==> src/rtl/led_ctrl_pkg.sv <==
// led_ctrl_pkg: shared constants for the multi-channel LED controller.
//   MODE_*          : per-channel mode encoding carried on cfg_mode
//   CLK_DIV_DEFAULT : default prescaler ratio (100 us tick at 40 MHz)
package led_ctrl_pkg;

    localparam int unsigned CLK_DIV_DEFAULT = 4000;

    localparam logic [1:0] MODE_OFF   = 2'd0;
    localparam logic [1:0] MODE_ON    = 2'd1;
    localparam logic [1:0] MODE_BLINK = 2'd2;
    localparam logic [1:0] MODE_PWM   = 2'd3;

endpackage

==> src/rtl/led_ctrl_ch.sv <==
// led_ctrl_ch: one LED channel (config registers, blink/breathe logic, output flop).
// Optional feature macro: LED_BREATHE_EN (PWM duty ramps up/down instead of holding static).
// Ports:
//   clk, rst_n   : clock, synchronous active-low reset
//   we_i         : write strobe already decoded for this channel
//   mode_i       : new mode (MODE_OFF/ON/BLINK/PWM)
//   period_i     : BLINK half-period minus one in ticks (also breathe step interval)
//   duty_i       : PWM on-count (static duty or breathe ceiling)
//   tick_i       : shared prescaler tick
//   pwm_cnt_i    : shared free-running PWM counter
//   led_o        : registered LED drive
module led_ctrl_ch
    import led_ctrl_pkg::*;
#(
    parameter int unsigned CNT_W = 16,
    parameter int unsigned PWM_W = 8
) (
    input  logic             clk,
    input  logic             rst_n,
    input  logic             we_i,
    input  logic [1:0]       mode_i,
    input  logic [CNT_W-1:0] period_i,
    input  logic [PWM_W-1:0] duty_i,
    input  logic             tick_i,
    input  logic [PWM_W-1:0] pwm_cnt_i,
    output logic             led_o
);

    logic [1:0]       mode_q, mode_d;
    logic [CNT_W-1:0] period_q, period_d;
    logic [PWM_W-1:0] duty_q, duty_d;
    logic [CNT_W-1:0] t_cnt_q, t_cnt_d;
    logic             blink_q, blink_d;
    logic [PWM_W-1:0] cur_duty_q, cur_duty_d;
    logic             led_q, led_d;
    logic             wrap;
`ifdef LED_BREATHE_EN
    logic             dir_q, dir_d;  // 1: ramping up
`endif

    assign wrap = tick_i && (t_cnt_q == period_q);

    always_comb begin
        mode_d     = mode_q;
        period_d   = period_q;
        duty_d     = duty_q;
        t_cnt_d    = t_cnt_q;
        blink_d    = blink_q;
        cur_duty_d = cur_duty_q;
`ifdef LED_BREATHE_EN
        dir_d      = dir_q;
`endif
        // A write takes priority over a coincident tick; that tick is dropped.
        if (we_i) begin
            mode_d     = mode_i;
            period_d   = period_i;
            duty_d     = duty_i;
            t_cnt_d    = '0;
            blink_d    = 1'b0;
            cur_duty_d = '0;
`ifdef LED_BREATHE_EN
            dir_d      = 1'b1;
`endif
        end else begin
            if (tick_i && (mode_q == MODE_BLINK || mode_q == MODE_PWM)) begin
                t_cnt_d = wrap ? '0 : t_cnt_q + CNT_W'(1);
            end
            if (mode_q == MODE_BLINK && wrap) begin
                blink_d = ~blink_q;
            end
`ifdef LED_BREATHE_EN
            if (mode_q == MODE_PWM && wrap) begin
                if (duty_q == '0) begin
                    cur_duty_d = '0;
                end else if (dir_q) begin
                    cur_duty_d = cur_duty_q + PWM_W'(1);
                    if (cur_duty_d == duty_q) dir_d = 1'b0;
                end else begin
                    cur_duty_d = cur_duty_q - PWM_W'(1);
                    if (cur_duty_d == '0) dir_d = 1'b1;
                end
            end
`else
            if (mode_q == MODE_PWM) begin
                cur_duty_d = duty_q;
            end
`endif
        end
    end

    always_comb begin
        led_d = 1'b0;
        unique case (mode_q)
            MODE_OFF:   led_d = 1'b0;
            MODE_ON:    led_d = 1'b1;
            MODE_BLINK: led_d = blink_q;
            MODE_PWM:   led_d = (pwm_cnt_i < cur_duty_q);
        endcase
    end

    always_ff @(posedge clk) begin
        if (!rst_n) begin
            mode_q     <= MODE_OFF;
            period_q   <= '0;
            duty_q     <= '0;
            t_cnt_q    <= '0;
            blink_q    <= 1'b0;
            cur_duty_q <= '0;
            led_q      <= 1'b0;
`ifdef LED_BREATHE_EN
            dir_q      <= 1'b1;
`endif
        end else begin
            mode_q     <= mode_d;
            period_q   <= period_d;
            duty_q     <= duty_d;
            t_cnt_q    <= t_cnt_d;
            blink_q    <= blink_d;
            cur_duty_q <= cur_duty_d;
            led_q      <= led_d;
`ifdef LED_BREATHE_EN
            dir_q      <= dir_d;
`endif
        end
    end

    assign led_o = led_q;

endmodule

==> src/rtl/led_ctrl.sv <==
// led_ctrl: multi-channel LED controller with a shared prescaler and PWM counter.
// Optional feature macro: LED_BREATHE_EN (breathing PWM, implemented in led_ctrl_ch).
// Ports:
//   clk, rst_n  : clock, synchronous active-low reset
//   cfg_we      : one-cycle configuration write strobe
//   cfg_ch      : target channel; values >= NUM_CH are ignored
//   cfg_mode    : 0 OFF, 1 ON, 2 BLINK, 3 PWM
//   cfg_period  : BLINK half-period minus one in ticks
//   cfg_duty    : PWM on-count
//   tick_o      : registered one-cycle pulse per prescaler wrap
//   led         : registered LED outputs, active-high
module led_ctrl
    import led_ctrl_pkg::*;
#(
    parameter int unsigned CLK_DIV = CLK_DIV_DEFAULT,
    parameter int unsigned NUM_CH  = 4,
    parameter int unsigned CNT_W   = 16,
    parameter int unsigned PWM_W   = 8,
    localparam int unsigned CH_W   = (NUM_CH > 1) ? $clog2(NUM_CH) : 1
) (
    input  logic              clk,
    input  logic              rst_n,
    input  logic              cfg_we,
    input  logic [CH_W-1:0]   cfg_ch,
    input  logic [1:0]        cfg_mode,
    input  logic [CNT_W-1:0]  cfg_period,
    input  logic [PWM_W-1:0]  cfg_duty,
    output logic              tick_o,
    output logic [NUM_CH-1:0] led
);

    localparam int unsigned      DIV_W    = $clog2(CLK_DIV);
    localparam logic [DIV_W-1:0] DIV_LAST = DIV_W'(CLK_DIV - 1);

    logic [DIV_W-1:0] div_cnt_q, div_cnt_d;
    logic [PWM_W-1:0] pwm_cnt_q, pwm_cnt_d;
    logic             tick;
    logic             tick_q;

    always_comb begin
        tick      = (div_cnt_q == DIV_LAST);
        div_cnt_d = tick ? '0 : div_cnt_q + DIV_W'(1);
        pwm_cnt_d = pwm_cnt_q + PWM_W'(1);
    end

    always_ff @(posedge clk) begin
        if (!rst_n) begin
            div_cnt_q <= '0;
            pwm_cnt_q <= '0;
            tick_q    <= 1'b0;
        end else begin
            div_cnt_q <= div_cnt_d;
            pwm_cnt_q <= pwm_cnt_d;
            tick_q    <= tick;
        end
    end

    assign tick_o = tick_q;

    // Out-of-range cfg_ch matches no channel, so such writes fall through.
    for (genvar i = 0; i < NUM_CH; i++) begin : g_ch
        led_ctrl_ch #(
            .CNT_W (CNT_W),
            .PWM_W (PWM_W)
        ) u_ch (
            .clk       (clk),
            .rst_n     (rst_n),
            .we_i      (cfg_we && (cfg_ch == CH_W'(i))),
            .mode_i    (cfg_mode),
            .period_i  (cfg_period),
            .duty_i    (cfg_duty),
            .tick_i    (tick),
            .pwm_cnt_i (pwm_cnt_q),
            .led_o     (led[i])
        );
    end

endmodule

==> config.mk <==
export PLATFORM = sky130hd
export DESIGN_NAME = led_ctrl
export DESIGN_NICKNAME = d
export VERILOG_FILES = /design/src/rtl/led_ctrl_pkg.sv /design/src/rtl/led_ctrl_ch.sv /design/src/rtl/led_ctrl.sv
export SDC_FILE = /design/constraint.sdc
export NUM_CORES = 1
export LEC_CHECK = 0
export ABC_AREA = 1
export CAP_MARGIN = 10
export CORE_AREA = 2 2 134 136
export DETAILED_ROUTE_END_ITERATION = 10
export DIE_AREA = 0 0 136 138
export PLACE_DENSITY = 0.84
export SLEW_MARGIN = 20
export SYNTH_ARGS = -nofsm -noshare
export SYNTH_HDL_FRONTEND = slang
export SYNTH_SLANG_ARGS = --single-unit
==> constraint.sdc <==
create_clock -name clk -period 3.1 [get_ports clk]
set_input_delay 0.465 -clock clk [delete_from_list [all_inputs] [get_ports clk]]
set_output_delay 0.465 -clock clk [all_outputs]
set_load 0.02 [all_outputs]
Word level (Yosys, flattened, before mapping)
Index checks and enable logic that the tools add are counted.
{ "word_totals": {"ram_bits": 0, "latchBits": 0, "ff_bits": 229, "memories": 0, "wordCells": 104, "in_bits": 31, "romBits": 0, "out_inout_bits": 5} }
{ "classes": {"order_cmp": 4, "eq_ne": 20, "div_mod_pow": 0, "n_mux": 8, "addsub": 6, "shift": 0, "n_bitwise": 5, "n_mul": 0, "reduce_logical": 30} }
{ "ops": {"columns": ["cell", "n"], "rows": [
  ["16-bit by 1-bit adder with 16-bit output (second input constant)", 4],
  ["16-bit equality test", 4],
  ["16-bit 2-to-1 mux", 4],
  ["8-bit less-than comparator", 4],
  ["2-bit equality test (second input constant)", 10],
  ["1-bit logical AND", 16],
  ["1-bit case mux with 4 select lines", 4],
  ["12-bit by 1-bit adder with 12-bit output (second input constant)", 1],
  ["12-bit equality test (second input constant)", 1],
  ["2-bit by 1-bit equality test with 1-bit output (second input constant)", 5],
  ["2-bit zero test", 5],
  ["2-bit OR reduction", 5],
  ["8-bit by 1-bit adder with 8-bit output (second input constant)", 1],
  ["1-bit NOT", 5],
  ["1-bit logical OR", 4]
]} }

Depth between registers and ports, before layout
Gate-level depths: netlist of run 1.
{ "logic_depth": {"word_depth": 3, "ltp_mapped": 11, "depth_no_buf": 11} }

Modules after synthesis
Synthesis of run 1 repeated with hierarchy kept, for this count alone.
{ "unflattened": {"hier_cells": 1566, "area_unflattened_um2": 11099.4} }
{ "by_module_without_submodules": {"columns": ["module", "n_inst", "area_each_um2", "cells_each", "seq_area_each_um2"], "rows": [
  ["led_ctrl_ch", 4, 2534.9, 359, 1041.0],
  ["led_ctrl", 1, 959.7, 130, 420.4]
]} }

Least setup slack after synthesis of run 1
OpenSTA, ideal clock, no wires.
{ "synth_path": {"path_type": "reg-to-reg", "start": "reg div_cnt_q[0]", "end": "reg g_ch[3].u_ch.t_cnt_q[10]", "arrival_ps": 1515, "path_stages_with_launch": 11, "n_path_buf": 2, "setup_slack_ps": 1469, "synth_period_minus_slack_ps": 1631, "t_required_ps": 2984, "setup_ps": 116, "path_cell_list": "dfxtp_1 ha_1 nand2_1 nor2_2 buf_6 nand4_1 inv_1 nand4_1 nand2_2 buf_4 nor2_1"} }
{ "synth_between": {"elab_chain_cells": 3, "word_cells_on_any_way": 4, "cone_classes": "eq/ne: 1; mux: 1; reduce/logical: 2"} }
{ "synth_rtl": {"columns": ["element", "line_no", "source"], "rows": [
  ["from (decl)", "led_ctrl.sv:35", "logic [DIV_W-1:0] div_cnt_q, div_cnt_d;"],
  ["from (signal assigned)", "led_ctrl.sv:52", "div_cnt_q <= div_cnt_d;"],
  ["12-bit equality test (*)", "led_ctrl.sv:41", "tick = (div_cnt_q == DIV_LAST);"],
  ["1-bit logical AND", "led_ctrl_ch.sv:41", "assign wrap = tick_i && (t_cnt_q == period_q);"],
  ["16-bit 2-to-1 mux", "led_ctrl_ch.sv:66", "t_cnt_d = wrap ? '0 : t_cnt_q + CNT_W'(1);"],
  ["to (signal assigned)", "led_ctrl_ch.sv:117", "t_cnt_q <= t_cnt_d;"],
  ["to (decl)", "led_ctrl_ch.sv:32", "logic [CNT_W-1:0] t_cnt_q, t_cnt_d;"]
]} }
Mark *: on every way between the ends. The rest lies on a longest branch, timed or not.
A chain may end at the register's enable or synchronous reset.

Final worst setup path of run 1
{ "layout_path": {"start": "reg div_cnt_q[0]", "end": "reg g_ch[0].u_ch.t_cnt_q[0]"} }
{ "layout_between": {"elab_chain_cells": 3, "word_cells_on_any_way": 4, "cone_classes": "eq/ne: 1; mux: 1; reduce/logical: 2"} }
{ "layout_rtl": {"columns": ["element", "line_no"], "rows": [
  ["12-bit equality test (*)", "led_ctrl.sv:41"],
  ["1-bit logical AND", "led_ctrl_ch.sv:41"],
  ["16-bit 2-to-1 mux", "led_ctrl_ch.sv:66"],
  ["to (signal assigned)", "led_ctrl_ch.sv:117"],
  ["to (decl)", "led_ctrl_ch.sv:32"]
]} }
Marks and branches as above.

==> results of run 1 <==
-- final timing paths --
check / from / endpoint / slack (ps) / depth (start not counted)
min: rst_n / pwm_cnt_q[7]$_SDFF_PN0_ / 410 / 3
min reg2reg: div_cnt_q[0]$_SDFF_PP0_ / div_cnt_q[0]$_SDFF_PP0_ / 450 / 1
max: div_cnt_q[0]$_SDFF_PP0_ / g_ch[0].u_ch.t_cnt_q[0]$_SDFFE_PP0P_ / 1000 / 9
max reg2reg: div_cnt_q[0]$_SDFF_PP0_ / g_ch[0].u_ch.t_cnt_q[0]$_SDFFE_PP0P_ / 1000 / 9
-- per-stage QoR --
stage | power [mW] | cells | hold slack, ps | setup slack (ps)
after floorplan | 3.44 | 1667 | 418 | 1470
after global placement | 3.59 | 1896 | 427 | 760
after detailed placement | 3.61 | 1896 | 439 | 699
after CTS | 6.47 | 1940 | 395 | 1020
after global routing | 6.66 | 1940 | 408 | 837
final | 6.45 | 1940 | 415 | 999
-- per-layer routing --
| layer | up-vias | share of wire [%] | track usage, % |
|---|---|---|---|
| met5 | - | 0 | 0 |
| met4 | 0 | 3.6 | 10.5 |
| met3 | 74 | 6.3 | 4.11 |
| met2 | 316 | 47 | 51.9 |
| met1 | 4744 | 43 | 39.9 |
| li1 | 5291 | - | - |
-- placed cells by master, fill, tap and decap left out, drive strengths merged, types with 34 or more instances in the layout --
cell type	n
ha	34
nand3	55
inv	221
nor2	248
o21ai	135
xor2	41
dfxtp	229
nand2	454
a21oi	130
clkdlybuf4s50	34
-- layout make-up --
class | count | area, um^2 | area share (%)
clock buffers | 31 | 668 | 5.31
clock inverters | 13 | 123 | 0.975
inverters | 228 | 857 | 6.81
multi-input cells | 1167 | 5660 | 45.0
flip-flops and latches | 229 | 4580 | 36.4
well taps | 229 | 287 | 2.28
repair buffers | 43 | 405 | 3.22
-- logic make-up (layout without fill, tap and decap cells) --
kind of cell	after synthesis	count (layout)	synth area share, %
buffers and inverters	271	315	9.43
AND/OR/NAND/NOR	814	814	30.4
flip-flops	229	229	40.6
XOR/XNOR	46	46	3.56
adder cells (fa/ha/maj)	34	34	3.76
AO/OA/AOI/OAI	273	273	12.2
-- state kept, by name, summed over array words and instances, names as in the netlist --
signal and flops:
div_cnt_q 12, g_ch.u_ch.blink_q 4, g_ch.u_ch.cur_duty_q 32, g_ch.u_ch.duty_q 32
g_ch.u_ch.led_o 4, g_ch.u_ch.mode_q 8, g_ch.u_ch.period_q 64, g_ch.u_ch.t_cnt_q 64
pwm_cnt_q 8, tick_o 1
-- where the power goes --
part | switching (mW) | total, mW | internal, mW
clock network | 1.20 | 2.89 | 1.69
registers | 0.0557 | 3.08 | 3.02
logic | 0.315 | 0.477 | 0.162
-- tightest hold or removal path, stage by stage --
cell and delay (ps):
buf_2 120, clkinv_1 220, nor2_1 80
==> impl_metrics.json, run 1 <==
{
  "ant_nets": 0,
  "routabilityCongestion": 0.912,
  "diodes": 0,
  "grt_max_degree": 63,
  "endpoint_kind": "flop",
  "syn-cell-area_um2": 11300,
  "synth_fp_nets": 1732,
  "synth_cells": 1667,
  "cpPeakStageDelay_ps": 350,
  "fmax_ghz": 0.476,
  "fin_util_pct": 71.7,
  "dpl_cell_area_um2": 11800,
  "cts_tree": "done",
  "viasPerCell": 5.37,
  "cts_hold_buffers": 0,
  "tns_ps": 0,
  "clk_latency_ps": 520,
  "cts_buffers": 24,
  "yosysUniqueCellTypes": 40,
  "portBuffers": 35,
  "synth_warnings": 0,
  "drive_above_1_share_pct": 5.03,
  "synth_edf_count": 0,
  "row_count": 49,
  "drt-pass1-iter-count": 8,
  "tightest_slew_ps": 745,
  "ys_seq_elements": 229,
  "coreArea_um2": 17500,
  "dieArea_um2": 18800,
  "overflow": 0,
  "synth_area_per_cell_um2": 6.78,
  "globalRouteTotalUtil_pct": 30.6,
  "synthArstFlopShare_pct": 0,
  "hpwl_mm": 20.1,
  "num_vias": 10400,
  "path_class": "flop to flop",
  "start_util_pct": 64.5,
  "fp.dieH_um": 138,
  "status": "finished, final reports clean",
  "critPathTopFamily": "simple AND/OR/NAND/NOR gates",
  "ctsHtreeMaxLevel": 1,
  "wl_per_cell_um": 14.7,
  "worstPathRequired_ps": 3500,
  "slew_headroom_pct": 49.9,
  "die_w_um": 136,
  "total_leakage_power_nw": 5.34,
  "hp-class": "primary input to flop",
  "rsz0062_at_grt": "no",
  "cts_sinks": 229,
  "setup_viol": 0,
  "path_cells": "ha_1 -> nand2_1 -> nor2_2 -> buf_4 -> nand3_2 -> nor2_4 -> nand4_1 -> nand2_2 -> nor2_1",
  "powerDensity_nw_per_um2": 512,
  "clockBufferDepth": 3,
  "maxCapViolCount": 0,
  "drc": 0,
  "report.final.slew_viol_count": 0,
  "synth_most_common_cell": "nand2_1",
  "worst-path-max-fanout": 15,
  "synth_ff_type": "dfxtp_1",
  "nets": 1758,
  "wl_mm": 28.5,
  "area_delta_synth_final_pct": 11.3,
  "synthTopCellsByCount": "nand2_1, nor2_1, dfxtp_1",
  "fin_skew_ps": 8.69,
  "cp_slowest_cell": "dfxtp_1",
  "ctsResizeCount": 0,
  "peakVddDrop_v": 0.000568,
  "grt_pass1_wl_mm": 46.8,
  "cts_setup_buffers": 0,
  "synth_top_area_cell": "dfxtp_1",
  "num_io_pins": 36,
  "grt_pass1_vias": 9806,
  "finalHoldViolCount": 0,
  "root_buffer": "clkbuf_16",
  "arrival_ps": 2500,
  "antenna_found_initial": 0,
  "synthTopCellsByArea": "dfxtp_1, nand2_1, nor2_1",
  "fin_area_um2": 12600,
  "drtIter0Drc": 843,
  "synth-seq-area-share_pct": 40.6,
  "min_period_over_period_pct": 67.8,
  "synth_top_area_share_pct": 40.6,
  "path_buf_inv": 1,
  "period_needed_ps": 2100,
  "fill_cells": 1472,
  "clkTransAtPathRegs_ps": 60,
  "crit_path_start_kind": "flop"
}
Note: power is estimated with default switching activity, not from simulation.
==> run 2, diff against run 1 <==
--- a/config.mk
+++ b/config.mk
@@ -7,10 +7,10 @@
 export LEC_CHECK = 0
 export ABC_AREA = 1
 export CAP_MARGIN = 10
-export CORE_AREA = 2 2 134 136
+export CORE_AREA = 2 2 139 141
 export DETAILED_ROUTE_END_ITERATION = 10
-export DIE_AREA = 0 0 136 138
-export PLACE_DENSITY = 0.84
+export DIE_AREA = 0 0 141 143
+export PLACE_DENSITY = 0.79
 export SLEW_MARGIN = 20
 export SYNTH_ARGS = -nofsm -noshare
 export SYNTH_HDL_FRONTEND = slang
==> constraint.sdc (replaced) <==
create_clock -name clk -period 1.96 [get_ports clk]
set_input_delay 0.294 -clock clk [delete_from_list [all_inputs] [get_ports clk]]
set_output_delay 0.294 -clock clk [all_outputs]
set_load 0.02 [all_outputs]
==> impl_metrics.json, run 2 (same netlist as run 1, synthesis figures left out) <==
{
  "status": "finished, final reports clean",
  "total_leakage_power_nw": 5.53,
  "path_class": "flop to flop",
  "clkTransAtPathRegs_ps": 70,
  "hpwl_mm": 20.7,
  "layout_setup_ws_ps": 144,
  "report.final.slew_viol_count": 0,
  "antenna_found_initial": 0,
  "start_util_pct": 60.8,
  "globalRouteTotalUtil_pct": 28.8,
  "r2r_end": "g_ch[0].u_ch.t_cnt_q[14]$_SDFFE_PP0P_",
  "overflow": 0,
  "rr_worst_depth": 9,
  "critPathLaunch": "div_cnt_q[0]$_SDFF_PP0_",
  "endpoint_kind": "flop",
  "fmax_ghz": 0.551,
  "root_buffer": "clkbuf_16",
  "wl_per_cell_um": 14.6,
  "place_worst_setup_slack_ps": 73.6,
  "cts_sinks": 229,
  "holdWs_ps": 289,
  "maxCapViolCount": 0,
  "num_io_pins": 36,
  "cts_buffers": 24,
  "coreArea_um2": 18600,
  "fp.dieH_um": 143,
  "grt_max_degree": 82,
  "dieArea_um2": 20200,
  "area_delta_synth_final_pct": 14.7,
  "wl_met1_mm": 12.5,
  "worstPathRequired_ps": 2370,
  "holdPathEnd": "pwm_cnt_q[0]$_SDFF_PN0_",
  "nets": 1779,
  "route.met3.wl_mm": 1.70,
  "die_w_um": 141,
  "drive_above_1_share_pct": 6.64,
  "period_needed_ps": 1820,
  "peakVddDrop_v": 0.000646,
  "routabilityCongestion": 0.898,
  "tightest_slew_ps": 478,
  "tns_ps": 0,
  "row_count": 50,
  "fin_skew_ps": 11.9,
  "final_cell_mix": "nand2_1, nor2_1, dfxtp_1",
  "drt-pass1-iter-count": 5,
  "drtIter0Drc": 699,
  "clockBufferDepth": 3,
  "ctsHtreeMaxLevel": 1,
  "hp-class": "primary input to flop",
  "crit_path_start_kind": "flop",
  "num_vias": 10500,
  "hold_depth": 3,
  "wl_mm": 28.8,
  "r2r_slack_ps": 140,
  "arrival_ps": 2220,
  "portBuffers": 35,
  "rsz0062_at_grt": "no",
  "dr_wl_met2_mm": 13.6,
  "finalHoldViolCount": 0,
  "holdCritStartpoint": "rst_n",
  "seqCellArea_um2": 4590,
  "reg.largest.list": "g_ch.u_ch.period_q: 64 flops, g_ch.u_ch.t_cnt_q: 64 flops",
  "drc": 0,
  "diodes": 0,
  "grt_pass1_wl_mm": 47.1,
  "powerDensity_nw_per_um2": 836,
  "cts_tree": "done",
  "clk_latency_ps": 520,
  "final_common_cell": "nand2_1",
  "min_period_over_period_pct": 92.7,
  "multiInputGateArea_um2": 5680,
  "slew_headroom_pct": 67.9,
  "viasPerCell": 5.33,
  "setup_viol": 0,
  "ant_nets": 0,
  "worst-path-max-fanout": 6,
  "grt_pass1_vias": 9727,
  "r2r_start": "div_cnt_q[0]$_SDFF_PP0_",
  "fill_cells": 1576,
  "routed.top_layer": "met4"
}
==> run 2: metal layers <==
metal | track usage, % | up-vias
met3 | 3.45 | 60
met1 | 37.1 | 4792
met4 | 9.47 | 0
li1 | - | 5350
met2 | 50.3 | 276
met5 | 0 | -
==> run 2: metrics by stage <==
| stage | area (um^2) | std cells | utilization, % | total power, mW |
|---|---|---|---|---|
| 2_1_floorplan | 11300 | 1667 | - | 5.44 |
| 5_1_grt | 13000 | 1966 | 69.8 | 11.2 |
| 6_report | 13000 | 1966 | 69.8 | 10.8 |
| 3_5_place_dp | 12000 | 1922 | 64.6 | 5.75 |
| 4_1_cts | 12900 | 1966 | 69.6 | 10.9 |
| 3_3_place_gp | 12000 | 1922 | 64.6 | 5.73 |
==> run 2: worst max path at each step <==
stage                                                       end  slack (ps)  cells past startpoint
after floorplan           g_ch[3].u_ch.t_cnt_q[10]$_SDFFE_PP0P_         330                     10
after global placement     g_ch[1].u_ch.t_cnt_q[8]$_SDFFE_PP0P_         120                      7
after detailed placement  g_ch[1].u_ch.t_cnt_q[11]$_SDFFE_PP0P_          70                      7
after CTS                  g_ch[1].u_ch.t_cnt_q[3]$_SDFFE_PP0P_          80                      9
after global routing       g_ch[3].u_ch.t_cnt_q[9]$_SDFFE_PP0P_           5                     10
final                     g_ch[0].u_ch.t_cnt_q[14]$_SDFFE_PP0P_         140                      9
==> run 2: final cells by class <==
class	instances	share of cell area, %
Sequential cell	229	35.4
Inverter	228	6.61
Clock inverter	12	1.52
Clock buffer	32	5.57
Timing Repair Buffer	64	4.85
Tap cell	234	2.26
Multi-Input combinational cell	1167	43.8
==> run 2: power by group <==
part / total, mW / internal, mW / switching, mW / leakage [nW]
registers: 4.86 / 4.78 / 0.0839 / 1.86
clock network: 5.17 / 3.25 / 1.92 / 0.450
logic: 0.801 / 0.290 / 0.511 / 3.22
==> run 2: worst max-delay path, stage by stage (launching register included) <==
cell     delay [ps]
dfxtp_2         340
ha_2            180
nand2_2          80
nor2_4          150
buf_4           190
nand4_1         250
nor2_1          260
nand4_1         110
nand2_1          90
nor2_1           40
==> run 2: repair_timing <==
action / CTS / global route
endpoints found under the setup margin: 0 / 44
buffers inserted: 0 / 0
gates resized for setup: 0 / 10
hold buffers: 0 / 0
